File: src/rtl/sum_pkg.sv
// Shared constants and state type for the serial adder datapath
// (collector and upstream operand serializer).
package sum_pkg;

    localparam int N  = 256;
    localparam int W  = 2;
    localparam int CC = N / W;
    localparam int IW = $clog2(CC);

    localparam logic [IW-1:0] DIG_LAST = IW'(CC - 1);

    typedef enum logic [1:0] {
        IDLE    = 2'd0,
        COLLECT = 2'd1,
        HOLD    = 2'd2
    } state_e;

endpackage : sum_pkg

File: src/rtl/sum_digit_cnt.sv
// Digit index counter: clear, enable, and terminal-count flag at the last digit.
// Wraps to zero on the enabled terminal-count cycle.
module sum_digit_cnt
    import sum_pkg::*;
(
    input  logic          clk,
    input  logic          rst,
    input  logic          clr,
    input  logic          en,
    output logic [IW-1:0] cnt,
    output logic          tc
);

    logic [IW-1:0] cnt_q;
    logic [IW-1:0] cnt_d;

    assign cnt = cnt_q;
    assign tc  = (cnt_q == DIG_LAST);

    // next count: clear dominates, then increment with wrap at the last digit
    always_comb begin
        cnt_d = cnt_q;
        if (clr) begin
            cnt_d = '0;
        end else if (en) begin
            cnt_d = tc ? '0 : cnt_q + 1'b1;
        end
    end

    // counter register
    always_ff @(posedge clk) begin
        if (rst) begin
            cnt_q <= '0;
        end else begin
            cnt_q <= cnt_d;
        end
    end

endmodule : sum_digit_cnt

File: src/rtl/sum_collect.sv
// Collector for the bit-serial adder: shifts in one sum digit per cycle
// (LSB digit first), presents the N-bit result with valid/ready, and
// sequences the adder via carry_clr and dig_idx.
//
// state   | meaning
// IDLE    | no operation; waiting for start
// COLLECT | shifting in digits, dig_idx = current digit
// HOLD    | result valid on sum_out, waiting for out_ready
module sum_collect
    import sum_pkg::*;
(
    input  logic          clk,
    input  logic          rst,
    input  logic          start,
    input  logic [W-1:0]  c_in,
    output logic          carry_clr,
    output logic [IW-1:0] dig_idx,
    output logic          busy,
    output logic [N-1:0]  sum_out,
    output logic          out_valid,
    input  logic          out_ready
);

    state_e        state_q;
    state_e        state_d;
    logic [N-1:0]  sum_q;
    logic [N-1:0]  sum_d;
    logic          accept;
    logic          cnt_clr;
    logic          cnt_en;
    logic [IW-1:0] cnt;
    logic          cnt_tc;

    sum_digit_cnt u_cnt (
        .clk (clk),
        .rst (rst),
        .clr (cnt_clr),
        .en  (cnt_en),
        .cnt (cnt),
        .tc  (cnt_tc)
    );

    // a new operation starts from IDLE, or from HOLD once the result is taken
    assign accept    = start & ((state_q == IDLE) | ((state_q == HOLD) & out_ready));
    // the adder's carry flop is cleared during reset and in the accept cycle,
    // so its carry is zero for digit 0
    assign carry_clr = rst | accept;

    assign busy      = (state_q == COLLECT);
    assign out_valid = (state_q == HOLD);
    assign dig_idx   = (state_q == COLLECT) ? cnt : '0;
    assign sum_out   = sum_q;

    // next state, result shift and counter control
    always_comb begin
        state_d = state_q;
        sum_d   = sum_q;
        cnt_clr = 1'b0;
        cnt_en  = 1'b0;
        unique case (state_q)
            IDLE: begin
                if (accept) begin
                    state_d = COLLECT;
                    cnt_clr = 1'b1;
                end
            end
            COLLECT: begin
                sum_d  = {c_in, sum_q[N-1:W]};
                cnt_en = 1'b1;
                if (cnt_tc) begin
                    state_d = HOLD;
                end
            end
            HOLD: begin
                if (out_ready) begin
                    if (start) begin
                        state_d = COLLECT;
                        cnt_clr = 1'b1;
                    end else begin
                        state_d = IDLE;
                    end
                end
            end
            default: begin
                state_d = IDLE;
            end
        endcase
    end

    // state and result registers
    always_ff @(posedge clk) begin
        if (rst) begin
            state_q <= IDLE;
            sum_q   <= '0;
        end else begin
            state_q <= state_d;
            sum_q   <= sum_d;
        end
    end

endmodule : sum_collect

File: config.mk
export PLATFORM = sky130hd
export DESIGN_NAME = sum_collect
export DESIGN_NICKNAME = d
export VERILOG_FILES = /design/src/rtl/sum_pkg.sv /design/src/rtl/sum_digit_cnt.sv /design/src/rtl/sum_collect.sv
export SDC_FILE = /design/constraint.sdc
export NUM_CORES = 1
export LEC_CHECK = 0
export CAP_MARGIN = 20
export CORE_ASPECT_RATIO = 1.25
export CORE_MARGIN = 1
export CORE_UTILIZATION = 48
export CTS_BUF_LIST = sky130_fd_sc_hd__clkbuf_4 sky130_fd_sc_hd__clkbuf_8
export DETAILED_ROUTE_END_ITERATION = 8
export GPL_TIMING_DRIVEN = 0
export PLACE_DENSITY_LB_ADDON = 0.08
export SETUP_SLACK_MARGIN = 0.3
export SYNTH_ARGS = -nofsm -noshare
export SYNTH_HDL_FRONTEND = slang
export SYNTH_HIERARCHICAL = 1
export SYNTH_SLANG_ARGS = --single-unit
File: constraint.sdc
create_clock -name clk -period 1.9 [get_ports clk]
set_input_delay 0.38 -clock clk [delete_from_list [all_inputs] [get_ports clk]]
set_output_delay 0.38 -clock clk [all_outputs]
set_load 0.05 [all_outputs]
== After elaboration in Yosys (flattened, before gate mapping) ==
Cells that the tools add are included.
Storage, ports and cells
  output and inout bits: 266
  register bits after elaboration: 265
  bits in writable memories: 0
  memories kept: 0
  input port bits: 6
  latch bits: 0
  memory bits (read-only): 0
Operators by class
  reductions and logical operators: 3
  multiply operators: 0
  equality and inequality tests: 6
  shift operators: 0
  bitwise logic cells: 4
  multiplexer cells: 12
  $add $sub $neg: 1
  $lt $le $gt $ge: 0
  div/mod/pow operators: 0
Operators by type and width (number)
  $mux W7: 2
  $add A7 B1 Y7 const B: 1
  $eq A7 B7 Y1 const B: 1
  $mux W2: 3
  $pmux W2 S3: 1
  $mux W1: 5
  $ne A2 B1 Y1 const B: 2
  $reduce_and A3 Y1: 1
  $and A1 B1 Y1: 2
  $eq A2 B1 Y1 const B: 1
  $eq A2 B2 Y1 const B: 1
  $logic_not A2 Y1: 1
  $ne A2 B2 Y1 const B: 1
  $or A1 B1 Y1: 2
  $pmux W1 S2: 1
  $reduce_or A2 Y1: 1

== Logic depth before layout (Yosys ltp) ==
  depth after elaboration: 7
  depth in mapped cells: 9
  gate-level depth less buffers: 6

== Modules after synthesis ==
The synthesis kept the hierarchy.
Modules (own cells, without submodules)
  sum_collect: instances 1, area an instance 9461.6 sq um, cells an instance 1133
  sum_digit_cnt: instances 1, area an instance 342.8 sq um, cells an instance 38

== Worst setup path after synthesis ==
OpenSTA, ideal clock, no wires.
  path kind: reg-to-reg
  from: register state_q[1]
  to: register u_cnt.cnt_q[5], in the netlist u_cnt/cnt[5]
  period minus slack after synthesis: 1.828 ns
  required time: 1.814 ns
  cell stages (with the launch flop): 10
  data arrival time: 1.742 ns
  path slack: 0.072 ns
  buffers on the path: 4
  library setup time: 0.086 ns
  cell sequence: dfxtp_1 -> nand2b_1 -> buf_6 -> clkinv_4 -> buf_6 -> buf_6 -> buf_6 -> nand4_2 -> or3_1 -> a221oi_2
Between the ends
  elaborated cells between the ends (all ways): 10
RTL lines
  start: declaration: line sum_collect.sv:24  | state_e state_q;
  start signal: assignment: line sum_collect.sv:96  | state_q <= state_d;
  $eq A2 B1 Y1
  named net busy: line sum_collect.sv:18  | output logic busy,
  $mux W1: line sum_collect.sv:60  | unique case (state_q)
  end signal: assignment: line sum_digit_cnt.sv:35  | cnt_q <= cnt_d;
  end: declaration: line sum_digit_cnt.sv:14  | logic [IW-1:0] cnt_q;
The timed path passes the listed nets, and every way through them passes these cells.
A chain may end at the register's enable or synchronous reset.

== Worst setup path in the final report ==
  from: register state_q[1]
  to: output dig_idx[1]
Between the ends
  word-level cells in the longest chain between the ends: 2
RTL lines
  $eq A2 B1 Y1: line sum_collect.sv:51  | assign dig_idx = (state_q == COLLECT) ? cnt : '0;
  $mux W7: line sum_collect.sv:51
  end: declaration: line sum_collect.sv:17  | output logic [IW-1:0] dig_idx,
Every way passes these cells.

==> summary.txt <==
Req. time, crit path: 1.52 ns
fin crit share: 1.08
Synth Area per Inst: 8.37 um^2
CTS tree: yes
proportion of layout cells with a drive suffix above 1: 0.355
final setup fails: 9
vias in the first global route: 7886
first-pass GRT wire length: 39.1 mm
Vias/cell: 4.83
worst vdd ir: 0.591 mV
DR iter-0 viols: 394
WL/cell: 13.9 um
Crit Path Category: flip-flop to output pin
Fin. Hold Viols: 0
fin worst setup slack: -0.160 ns
die width: 130 um
# Max-Cap Violations: 0
CTS Buffer Depth: 3
clk_lat worst skew: 0.53 ns
Slew Limit Fails: 0
CTS Buf Count: 42
Max Freq: 485 MHz
IO Port Bufs: 271
RSZ-0062 raised after global routing: true
vias: 8669
drt first pass iters: 5
largest area contributor in the netlist: dfxtp_1
Distinct cells, synth: 31
total grt overflow: 0
TNS Setup: -1.37 ns
top routing layer in use: met4
pin count of the biggest net entering global routing: 11
CP max FO: 8
FF-to-FF Start: state_q[1]
full die area: 21000 um^2
Worst Tran Pin Value: 0.687 ns
Worst R2R End: u_cnt/cnt[5]
n_diodes: 0
pwr dens: 871 nW/um^2
Period minus WS final: 2.06 ns
most frequent cell after synthesis: nand2_1
initial antenna violation count: 0
#FFs+latches synth: 265
Synth top area share: 0.541
NumNets Final: 1506
Hold Path Class: primary input to flip-flop
Syn Nets: 1178
Vert. Die Dim: 162 um
I/O pins: 272
layout filler cell count: 1855
Root Driver: clkbuf_8
Tot GR Track Use: 0.229
Clock Sink Count: 265
Metal-1 WL: 10.7 mm
Post-Syn Area: 9800 um^2
WP data arrival: 1.68 ns
yosys warns: 6
core area: 20100 um^2
Hold Path Stages: 3
synth top area cells: dfxtp_1 (54%), nand2_1 (20%), a21oi_2 (8.9%), a21oi_1 (8.2%), buf_6 (3.1%)
min-delay src: c_in[0]
sequential fraction of the synthesis area: 0.541
post-layout total power: 11.2 mW
placed cells: 1712
Mapped Cells: 1171
CTS HTree Levels: 2
Post-synth EDFFs: 0
hold path endpoint: sum_out[254]
area delta synth->final: 31.6%
clk slew on worst S/H paths: 0.06 ns
post-route clock skew: 0.0128 ns
# rows: 58
startpoint type of the worst setup path: flip-flop
ys async rst share: 0
Worst Reg-to-Reg Cells: 11
Setup crit end kind: output pin
Layout Cells excl Fill: 1793
met3 wire len: 1.84 mm
detailed placement HPWL: 17.0 mm
gpl congestion: 0.794
LEAKAGE: 5.05 nW
Post-Route WL: 24.9 mm
failing checks: setup timing
post-route ant nets: 0
Initial Utilization: 0.488
relative slew slack: 0.542
Hold Buf Count CTS: 0
DRC Markers: 0
top_reg_cell synth: dfxtp_1
reg2reg setup slack: 0.05 ns
met2 WL: 11.8 mm
post-placement worst setup slack: -0.923 ns
Commonest cells post-synth: nand2_1 (517), dfxtp_1 (265), a21oi_1 (160)
run status: finished with violations
## worst max-delay path: stages, from the launching register on
cell	delay, ns
dfxtp_2	0.34
nand2b_4	0.12
buf_6	0.12
clkinv_8	0.05
buf_12	0.12
buf_12	0.12
and2_4	0.15
buf_8	0.14
## per-stage QoR
| stage | util | area (um^2) | hold slack [ns] |
|---|---|---|---|
| 2_1_floorplan | - | 9850 | 0.471 |
| 5_1_grt | 0.642 | 12900 | 0.427 |
| 4_1_cts | 0.637 | 12800 | 0.359 |
| 3_3_place_gp | 0.642 | 12900 | 0.444 |
| 3_5_place_dp | 0.642 | 12900 | 0.456 |
| 6_report | 0.642 | 12900 | 0.398 |
## state kept, by name, summed over array words and instances, names as in the netlist
signal / flops
state_q: 2
sum_out: 256
u_cnt/cnt: 7
## layer usage
layer  up-vias  GRT usage
met3        34     0.0741
li1       4419          -
met5         -          0
met4         0     0.0825
met2       242      0.374
met1      3974      0.281
## placed cells by master, fill, tap and decap left out, types with 2 or more instances in the layout
cell type and n:
dfxtp_2 4, nor2_1 3, clkbuf_2 28, a21oi_2 102, nand4_1 2, buf_8 8, buf_6 31, xor2_1 3
a21oi_1 158, clkbuf_1 21, buf_4 18, nor2b_1 3, and2_4 7, clkbuf_8 54, nand2_2 2, nand2b_4 2
dfxtp_1 261, clkdlybuf4s50_1 5, buf_2 187, clkbuf_4 83, o21ai_1 2, buf_12 5, nand2_1 515
## how the worst max path moves through the flow
stage	startpoint	endpoint	slack [ns]	cells past startpoint
2_1_floorplan	state_q[1]	u_cnt/cnt[5]	0.14	9
3_3_place_gp	rst	carry_clr	-0.95	5
3_5_place_dp	rst	carry_clr	-0.92	5
4_1_cts	state_q[1]	dig_idx[6]	-0.20	7
5_1_grt	state_q[0]	carry_clr	-0.23	4
6_report	state_q[1]	dig_idx[1]	-0.16	7
## what timing repair did
action / 4_1_cts / 5_1_grt
buffers inserted: 6 / 7
endpoints found under the setup margin: 270 / 158
pin swaps: 0 / 8
resized for setup: 1183 / 189
## cells by family (layout without fill, tap and decap cells)
| family | count (synthesis) | count (layout) | share of synthesized area |
|---|---|---|---|
| DFF | 265 | 265 | 0.541 |
| buffers and inverters | 91 | 443 | 0.0636 |
| AOI/OAI and AO/OA | 269 | 269 | 0.178 |
| xor gates and xnor gates | 3 | 3 | 0.00268 |
| adders and majority gates | 1 | 1 | 0.00128 |
| and+or+nand+nor | 542 | 542 | 0.214 |
## report_power, final
group	internal [mW]	switching [mW]
combinational	0.267	0.537
sequential	5.57	0.0129
clock	2.77	2.08
## final cells by class
| cell class | count | area [um^2] | share of cell area |
|---|---|---|---|
| Multi-Input combinational cell | 815 | 3960 | 0.307 |
| Inverter | 2 | 20.0 | 0.00155 |
| Clock buffer | 68 | 842 | 0.0653 |
| Buffer | 89 | 649 | 0.0503 |
| Timing Repair Buffer | 284 | 1790 | 0.139 |
| Tap cell | 270 | 338 | 0.0262 |
| Sequential cell | 265 | 5310 | 0.411 |
Note: power is estimated with default switching activity, not from simulation.
